**config.mk**
```make
export PLATFORM = sky130hd
export DESIGN_NAME = rmw_write_sequencer
export DESIGN_NICKNAME = d
export VERILOG_FILES = /design/src/rtl/rmw_write_sequencer.sv
export SDC_FILE = /design/constraint.sdc
export NUM_CORES = 1
export LEC_CHECK = 0
export CAP_MARGIN = 25
export CORE_MARGIN = 4
export CORE_UTILIZATION = 39
export CTS_CLUSTER_DIAMETER = 120
export DETAILED_ROUTE_END_ITERATION = 10
export GPL_TIMING_DRIVEN = 0
export PLACE_DENSITY_LB_ADDON = 0.15
export SYNTH_ARGS = -nofsm -noshare
export SYNTH_HDL_FRONTEND = slang
export SYNTH_SLANG_ARGS = --single-unit
```
**constraint.sdc**
```tcl
create_clock -name clk -period 2.4 [get_ports clk]
set_input_delay 0.24 -clock clk [delete_from_list [all_inputs] [get_ports clk]]
set_output_delay 0.24 -clock clk [all_outputs]
set_load 0.005 [all_outputs]
```
**src/rtl/rmw_write_sequencer.sv**
```systemverilog
// Byte-masked write sequencer: buffers requests in a small FIFO and turns each
// one into a read-modify-write on an 8-entry combinational-read memory port.
module rmw_write_sequencer #(
    parameter int DATA_W = 32,
    parameter int ADDR_W = 32,
    parameter int DEPTH  = 4
) (
    input  logic                clk,
    input  logic                reset_n,
    input  logic                req_valid,
    output logic                req_ready,
    input  logic [ADDR_W-1:0]   req_addr,
    input  logic [DATA_W-1:0]   req_data,
    input  logic [DATA_W/8-1:0] req_mask,
    output logic [ADDR_W-1:0]   mem_addr,
    input  logic [DATA_W-1:0]   mem_rdata,
    output logic                mem_wen,
    output logic [DATA_W-1:0]   mem_wdata,
    output logic                busy,
    output logic                done,
    output logic [15:0]         done_cnt
);

    localparam int MASK_W = DATA_W / 8;
    localparam int IDX_W  = $clog2(DEPTH);
    localparam int PTR_W  = IDX_W + 1;

    localparam logic [1:0] ST_IDLE   = 2'd0;
    localparam logic [1:0] ST_READ   = 2'd1;
    localparam logic [1:0] ST_WRITE  = 2'd2;
    localparam logic [1:0] ST_RETIRE = 2'd3;

    localparam logic [PTR_W-1:0]  PTR_ONE   = {{(PTR_W-1){1'b0}}, 1'b1};
    localparam logic [MASK_W-1:0] MASK_ONES = {MASK_W{1'b1}};
    localparam logic [MASK_W-1:0] MASK_NONE = {MASK_W{1'b0}};

    // Expand one enable bit per byte into a full-width bit mask.
    function automatic logic [DATA_W-1:0] expand_mask(input logic [MASK_W-1:0] m);
        logic [DATA_W-1:0] r;
        r = {DATA_W{1'b0}};
        for (int i = 0; i < MASK_W; i++) begin
            r[8*i +: 8] = {8{m[i]}};
        end
        return r;
    endfunction

    logic [2:0]        fifo_addr_r [DEPTH];
    logic [DATA_W-1:0] fifo_data_r [DEPTH];
    logic [MASK_W-1:0] fifo_mask_r [DEPTH];
    logic [PTR_W-1:0]  wr_ptr_r;
    logic [PTR_W-1:0]  rd_ptr_r;

    logic [1:0]        state_r;
    logic [1:0]        state_nxt_s;
    logic [DATA_W-1:0] work_data_r;
    logic [MASK_W-1:0] work_mask_r;
    logic [ADDR_W-1:0] mem_addr_r;
    logic              mem_wen_r;
    logic [DATA_W-1:0] mem_wdata_r;
    logic              done_r;
    logic [15:0]       done_cnt_r;

    logic              empty_s;
    logic              full_s;
    logic              push_s;
    logic              pop_s;
    logic [2:0]        head_addr_s;
    logic [DATA_W-1:0] head_data_s;
    logic [MASK_W-1:0] head_mask_s;
    logic [DATA_W-1:0] merged_s;
    logic              unused_addr_s;

    // Only the low three address bits reach the FIFO; the rest are ignored.
    assign unused_addr_s = ^req_addr[ADDR_W-1:3];

    assign empty_s   = (wr_ptr_r == rd_ptr_r);
    assign full_s    = (wr_ptr_r[PTR_W-1] != rd_ptr_r[PTR_W-1]) &&
                       (wr_ptr_r[IDX_W-1:0] == rd_ptr_r[IDX_W-1:0]);
    assign req_ready = !full_s;
    assign push_s    = req_valid && !full_s;
    assign pop_s     = (state_r == ST_IDLE) && !empty_s;

    assign head_addr_s = fifo_addr_r[rd_ptr_r[IDX_W-1:0]];
    assign head_data_s = fifo_data_r[rd_ptr_r[IDX_W-1:0]];
    assign head_mask_s = fifo_mask_r[rd_ptr_r[IDX_W-1:0]];

    // Unmasked bytes come from the memory, masked bytes from the request.
    assign merged_s = (mem_rdata & ~expand_mask(work_mask_r)) |
                      (work_data_r & expand_mask(work_mask_r));

    assign busy      = (state_r != ST_IDLE) || !empty_s;
    assign mem_addr  = mem_addr_r;
    assign mem_wen   = mem_wen_r;
    assign mem_wdata = mem_wdata_r;
    assign done      = done_r;
    assign done_cnt  = done_cnt_r;

    // Request FIFO storage and pointers; the wrap bit separates full from empty.
    always_ff @(posedge clk or negedge reset_n) begin
        if (!reset_n) begin
            wr_ptr_r <= {PTR_W{1'b0}};
            rd_ptr_r <= {PTR_W{1'b0}};
            for (int i = 0; i < DEPTH; i++) begin
                fifo_addr_r[i] <= 3'd0;
                fifo_data_r[i] <= {DATA_W{1'b0}};
                fifo_mask_r[i] <= {MASK_W{1'b0}};
            end
        end else begin
            if (push_s) begin
                fifo_addr_r[wr_ptr_r[IDX_W-1:0]] <= req_addr[2:0];
                fifo_data_r[wr_ptr_r[IDX_W-1:0]] <= req_data;
                fifo_mask_r[wr_ptr_r[IDX_W-1:0]] <= req_mask;
                wr_ptr_r <= wr_ptr_r + PTR_ONE;
            end
            if (pop_s) begin
                rd_ptr_r <= rd_ptr_r + PTR_ONE;
            end
        end
    end

    // Next-state decode: the mask of the popped request picks the path.
    always_comb begin
        state_nxt_s = state_r;
        case (state_r)
            ST_IDLE: begin
                if (pop_s) begin
                    if (head_mask_s == MASK_ONES) begin
                        state_nxt_s = ST_WRITE;
                    end else if (head_mask_s == MASK_NONE) begin
                        state_nxt_s = ST_RETIRE;
                    end else begin
                        state_nxt_s = ST_READ;
                    end
                end else begin
                    state_nxt_s = ST_IDLE;
                end
            end
            ST_READ:   state_nxt_s = ST_WRITE;
            ST_WRITE:  state_nxt_s = ST_RETIRE;
            ST_RETIRE: state_nxt_s = ST_IDLE;
            default:   state_nxt_s = ST_IDLE;
        endcase
    end

    // State, working registers and all registered memory/status outputs.
    always_ff @(posedge clk or negedge reset_n) begin
        if (!reset_n) begin
            state_r     <= ST_IDLE;
            work_data_r <= {DATA_W{1'b0}};
            work_mask_r <= {MASK_W{1'b0}};
            mem_addr_r  <= {ADDR_W{1'b0}};
            mem_wen_r   <= 1'b0;
            mem_wdata_r <= {DATA_W{1'b0}};
            done_r      <= 1'b0;
            done_cnt_r  <= 16'd0;
        end else begin
            state_r   <= state_nxt_s;
            mem_wen_r <= (state_nxt_s == ST_WRITE);
            done_r    <= (state_nxt_s == ST_RETIRE);
            if (pop_s) begin
                work_data_r <= head_data_s;
                work_mask_r <= head_mask_s;
            end
            // Zero-mask requests never touch the memory, so the address holds.
            if (pop_s && (head_mask_s != MASK_NONE)) begin
                mem_addr_r <= {{(ADDR_W-3){1'b0}}, head_addr_s};
            end
            if (pop_s && (head_mask_s == MASK_ONES)) begin
                mem_wdata_r <= head_data_s;
            end else if (state_r == ST_READ) begin
                mem_wdata_r <= merged_s;
            end
            if (state_nxt_s == ST_RETIRE) begin
                done_cnt_r <= done_cnt_r + 16'd1;
            end
        end
    end

endmodule

```
Yosys cells after proc, flatten, opt, wreduce, memory -nomap -nowiden --
Index checks and enable logic that the tools add are counted.
Word-level totals: output and inout port bits 84, input bits 103, word-level logic and storage cells 81, flip-flop bits (word level) 253
Operators by class: multiplexer cells 24, reductions and logical operators 14, order comparisons 3, bitwise operators 6, add/sub/neg operators 3, equality and inequality tests 9
Operator list (count):
- $mux W32 | 5
- $bwmux W128 | 1
- $and A32 B32 Y32 | 2
- $bmux W32 S2 | 1
- $demux W32 S2 | 1
- $not A32 Y32 | 1
- $or A32 B32 Y32 | 1
- $add A16 B1 Y16 const B | 1
- $bwmux W16 | 1
- $bwmux W12 | 1
- $mux W4 | 3
- $mux W3 | 3
- $bmux W4 S2 | 1
- $demux W4 S2 | 1
- $eq A2 B2 Y1 const B | 4
- $pmux W2 S4 | 1
- $add A3 B1 Y3 const B | 2
- $bmux W3 S2 | 1
- $demux W3 S2 | 1
- $ge A3 B3 Y1 const B | 2
- $logic_and A1 B1 Y1 | 6
- $mux W2 | 3
- $not A2 Y3 | 2
- $eq A4 B4 Y1 const B | 1
- 11 further kinds | 13

Longest topological paths before layout --
word-level depth 10, depth in mapped cells 10, depth with buffers taken out 8

Least setup slack after synthesis --
Ideal clock, no wire load.
path type register to register, start point register rd_ptr_r[0], end point register done_cnt_r[5] (netlist: done_cnt[5]), path buffers 3, slack -0.064 ns, stages on the path, launching flop included 9, required time 2.321 ns, period minus slack after synthesis 2.464 ns, setup time 0.079 ns, arrival time 2.385 ns, path through dfrtp_1 -> buf_6 -> buf_6 -> mux4_2 -> or4_4 -> o31a_4 -> buf_6 -> nor3_2 -> xor2_1
On the way: cells in the longest elaborated chain, start to end 10, elaborated cells on any way between the ends 14, classes of those cells eq/ne (3); mux (7); bitwise (1); reduce/logical (3)
RTL lines:
- start: declaration | RTL line 51 | logic [PTR_W-1:0] rd_ptr_r;
- start signal: assignment | RTL line 102 | rd_ptr_r <= {PTR_W{1'b0}};
- start signal: assignment | RTL line 116 | rd_ptr_r <= rd_ptr_r + PTR_ONE;
- $not A2 Y3 (implied by the code) | RTL line 85 | assign head_mask_s = fifo_mask_r[rd_ptr_r[IDX_W-1:0]];
- $bmux W4 S2 | RTL line 85
- $mux W4 (implied by the code) (2 in series) | RTL line 85
- $logic_not A4 Y1 | RTL line 129 | end else if (head_mask_s == MASK_NONE) begin
- $mux W2 | RTL line 129
- $mux W2 | RTL line 127 | if (head_mask_s == MASK_ONES) begin
- $mux W2 * | RTL line 126 | if (pop_s) begin
- $pmux W2 S4 * | RTL line 124 | case (state_r)
- $eq A2 B2 Y1 * | RTL line 173 | if (state_nxt_s == ST_RETIRE) begin
- end signal: assignment | RTL line 174 | done_cnt_r <= done_cnt_r + 16'd1;
- end: declaration | RTL line 61 | logic [15:0] done_cnt_r;
Mark *: on every way between the ends. The rest lies on a longest branch, timed or not. The select of a mux whose other input is x is not followed. A chain may end at the register's enable or synchronous reset.

Worst setup path in the final report --
start point register rd_ptr_r[0], end point register done_cnt_r[14] (netlist: done_cnt[14])
Same word-level chain as after synthesis.

==> impl_metrics.csv <==
group,metric,value,unit
place,place_congestion,0.720,
timing,worst_pin_slew,0.871,ns
timing,setup_ws,-0.183,ns
yosys,synth_seq_cells,253,
grt,grt_pass1_wl,44.1,mm
place,dp_hpwl,18.2,mm
place,placed_cells,1376,
status,status,"finished with violations",
timing,rsz0062_at_grt,"yes",
critical_path,cp.required,2.86,ns
yosys,synth_seq_area_share,55.2,%
drt,drc,0,
drt,via_count,7144,
final_layout,nets,1147,
timing,max-slew-margin-rel,41.9,%
yosys,synth_fa_ha_area_share,1.09,%
yosys,netlist_area,11500,µm²
grt,grt.overflow.total,0,
pwr,power_density,1410,nW/µm²
die,start_util,39.7,%
final_layout,finish.instance_area,14700,µm²
clock_network,path_clk_slew,0.06,ns
die,rows,62,
job,max-cap-violations,0,
yosys,ys_warn_count,0,
timing,timing.final.hold_violations,0,
grt,grtUsageTotal,16.9,%
critical_path,cp-end-kind,"flip-flop",
die,core_area,28900,µm²
timing,period_share,108,%
final_layout,area_growth,28.4,%
grt,grt_pass1_vias,7685,
die,die_height,179,µm
timing,max_freq,387,MHz
timing,period_needed,2.58,ns
drt,drt_iter0_drc,341,
critical_path,critPathKind,"reg2reg",
pwr,peakVddDrop,0.622,mV
clock_network,cts-htree-levels,1,
final_layout,fin_util,51.0,%
die,io_pins,187,
clock_network,cts_root_buf,"clkbuf_16",
yosys,netlist_instances,834,
yosys,ys_types,30,
clock_network,cts_made_buffers,29,
pwr,finalPower,20.7,mW
final_layout,final_cells,1438,
yosys,muxShareOfSynthArea,29.4,%
final_layout,multi_input_area,4890,µm²
yosys,synth-xor-area-share,1.76,%
critical_path,r2r_start,"rd_ptr_r[0]",
drt,wirelength,27.3,mm
clock_network,cts.sinks,253,
critical_path,arrival,3.04,ns
pwr,p_leak,6.36,nW
drt,route.antenna.remaining_nets,0,
place,dpl_worst_slack,-0.952,ns
place,io_buffers,128,
die,die_x,179,µm
final_layout,seq_area,6330,µm²
drt,wl_per_cell,19.0,µm
timing,slew_violations,0,
final_layout,drive_above_1_share,36.2,%
place,dpl_cell_area,13400,µm²
yosys,avgSynthCellArea,13.7,µm²
drt,vias_per_cell,4.97,
clock_network,cts_tree,"built",
drt,first_pass_iters,4,
status,violations,"setup timing",
grt,grt_max_degree,90,
critical_path,reg2regPathDepth,8,
min_path,min_path_type,"in2async",
yosys,synth_top_family_by_area,"multiplexers",
die,die_area,32200,µm²
timing,finalSetupViolations,16,
critical_path,reg2reg_to,"done_cnt[14]",
timing,finClkSkew,0.00552,ns
critical_path,startpoint_type,"flip-flop",
final_layout,num-fill-cells,2518,
final_layout,diodes,0,
clock_network,worstSkewPairLatency,0.53,ns
yosys,yosys.area_share.simple,5.21,%
yosys,synth_compound_area_share,3.26,%
critical_path,rrSetupSlack,-0.18,ns
clock_network,clockBufferDepth,3,
grt,antenna_found_initial,2,
critical_path,critical_path_peak_fanout,8,
-- layout make-up --
class	count	area share, %
buffer	75	3.81
timing repair buffer	145	10.1
tap	384	3.26
multi-input combinational	522	33.2
sequential	253	43.0
clock inverter	8	0.612
clock buffer	43	5.69
inverter	8	0.289
-- cell families after synthesis --
group / count (synthesis)
adder cells (fa/ha/maj): 10
AO/OA/AOI/OAI: 71
flip-flops: 253
XOR/XNOR: 23
AND/OR/NAND/NOR: 125
multiplexers: 264
other: 1
buffers and inverters: 87
-- worst max-delay path by stage --
stage | from | end | slack (ns) | cells past startpoint
after floorplan | rd_ptr_r[0] | done_cnt[5] | -0.05 | 8
after global placement | reset_n | fifo_data_r[28] | -10.34 | 1
after detailed placement | rd_ptr_r[1] | mem_wdata[29] | -0.95 | 7
after CTS | rd_ptr_r[0] | done_cnt[10] | -0.26 | 8
after global routing | rd_ptr_r[0] | done_cnt[7] | -0.25 | 8
final | rd_ptr_r[0] | done_cnt[14] | -0.18 | 8
-- critical path, cell delays in order (launching register included) --
cell and delay, ns:
dfrtp_1 0.37, buf_6 0.15, buf_12 0.11, mux4_2 0.54, or4_4 0.44, o31a_4 0.38
buf_8 0.17, nor3_2 0.20, xor2_1 0.16
-- cell usage after synthesis (all sizes together) --
master / number / share of area, %
nand2: 93 / 3.0
a21oi: 1 / 0.044
conb: 1 / 0.033
nor4: 2 / 0.22
nand4: 5 / 0.27
ha: 10 / 1.1
o21a: 1 / 0.065
o21ai: 67 / 2.9
inv: 8 / 0.26
nor2: 5 / 0.16
xnor2: 8 / 0.61
nor3: 6 / 0.52
or4: 1 / 0.098
mux2i: 32 / 2.8
nor4b: 3 / 0.39
mux4: 39 / 7.7
buf: 43 / 2.6
clkbuf: 36 / 1.2
o31a: 1 / 0.15
nor3b: 1 / 0.065
a31o: 1 / 0.076
and2: 3 / 0.16
mux2: 193 / 19
nand3: 6 / 0.26
dfrtp: 253 / 55
xor2: 15 / 1.1
-- layout by cell type (no fill, tap or decap), drive strengths merged, types with 8 or more instances in the layout --
| master | synthesis | routed |
|---|---|---|
| mux4 | 39 | 39 |
| nand2 | 93 | 93 |
| o21ai | 67 | 67 |
| ha | 10 | 10 |
| buf | 43 | 61 |
| dfrtp | 253 | 253 |
| mux2 | 193 | 193 |
| conb | 1 | 29 |
| mux2i | 32 | 32 |
| xnor2 | 8 | 8 |
| clkdlybuf4s50 | 0 | 126 |
| clkbuf | 36 | 74 |
| xor2 | 15 | 15 |
-- flip-flops by register name, indices dropped and copies added (netlist names) --
signal and count:
wr_ptr_r 3, fifo_mask_r 16, mem_addr 3, mem_wdata 32, done_cnt 16, fifo_addr_r 12, rd_ptr_r 3, done 1
state_r 2, fifo_data_r 128, work_mask_r 4, work_data_r 32, mem_wen 1
-- per-layer routing --
layer	up-vias	global-route usage, %	wire length, µm	part of all wire [%]
li1	3308	-	-	-
met1	3663	23.8	12300	45
met2	143	27.9	13300	49
met3	28	3.01	1420	5.2
met4	2	2.80	306	1.1
met5	-	0	7	0.026
-- where the power goes --
| part | switching, mW | internal [mW] | total (mW) | leakage [nW] |
|---|---|---|---|---|
| clock network | 1.70 | 2.61 | 4.30 | 0.462 |
| logic | 3.84 | 5.12 | 8.96 | 2.89 |
| registers | 1.06 | 6.42 | 7.48 | 3.01 |
| total | 6.59 | 14.2 | 20.7 | 6.36 |
-- per-stage QoR --
stage               TNS (ns)  hold slack (ns)
global route           -3.08            0.375
global placement    -2697.42            0.458
floorplan             -0.414          -0.0556
finish                 -2.11            0.323
detailed placement    -90.30            0.323
CTS                    -7.13            0.351
-- what timing repair did --
action | in CTS | in global routing
buffers inserted | 11 | 2
pin swaps | 8 | 7
cloned | 1 | 0
resized for setup | 67 | 35
hold endpoints to repair | 87 | 0
hold buffers | 1 | 0
setup endpoints to repair | 242 | 204
(Power assumes the default switching activity.)
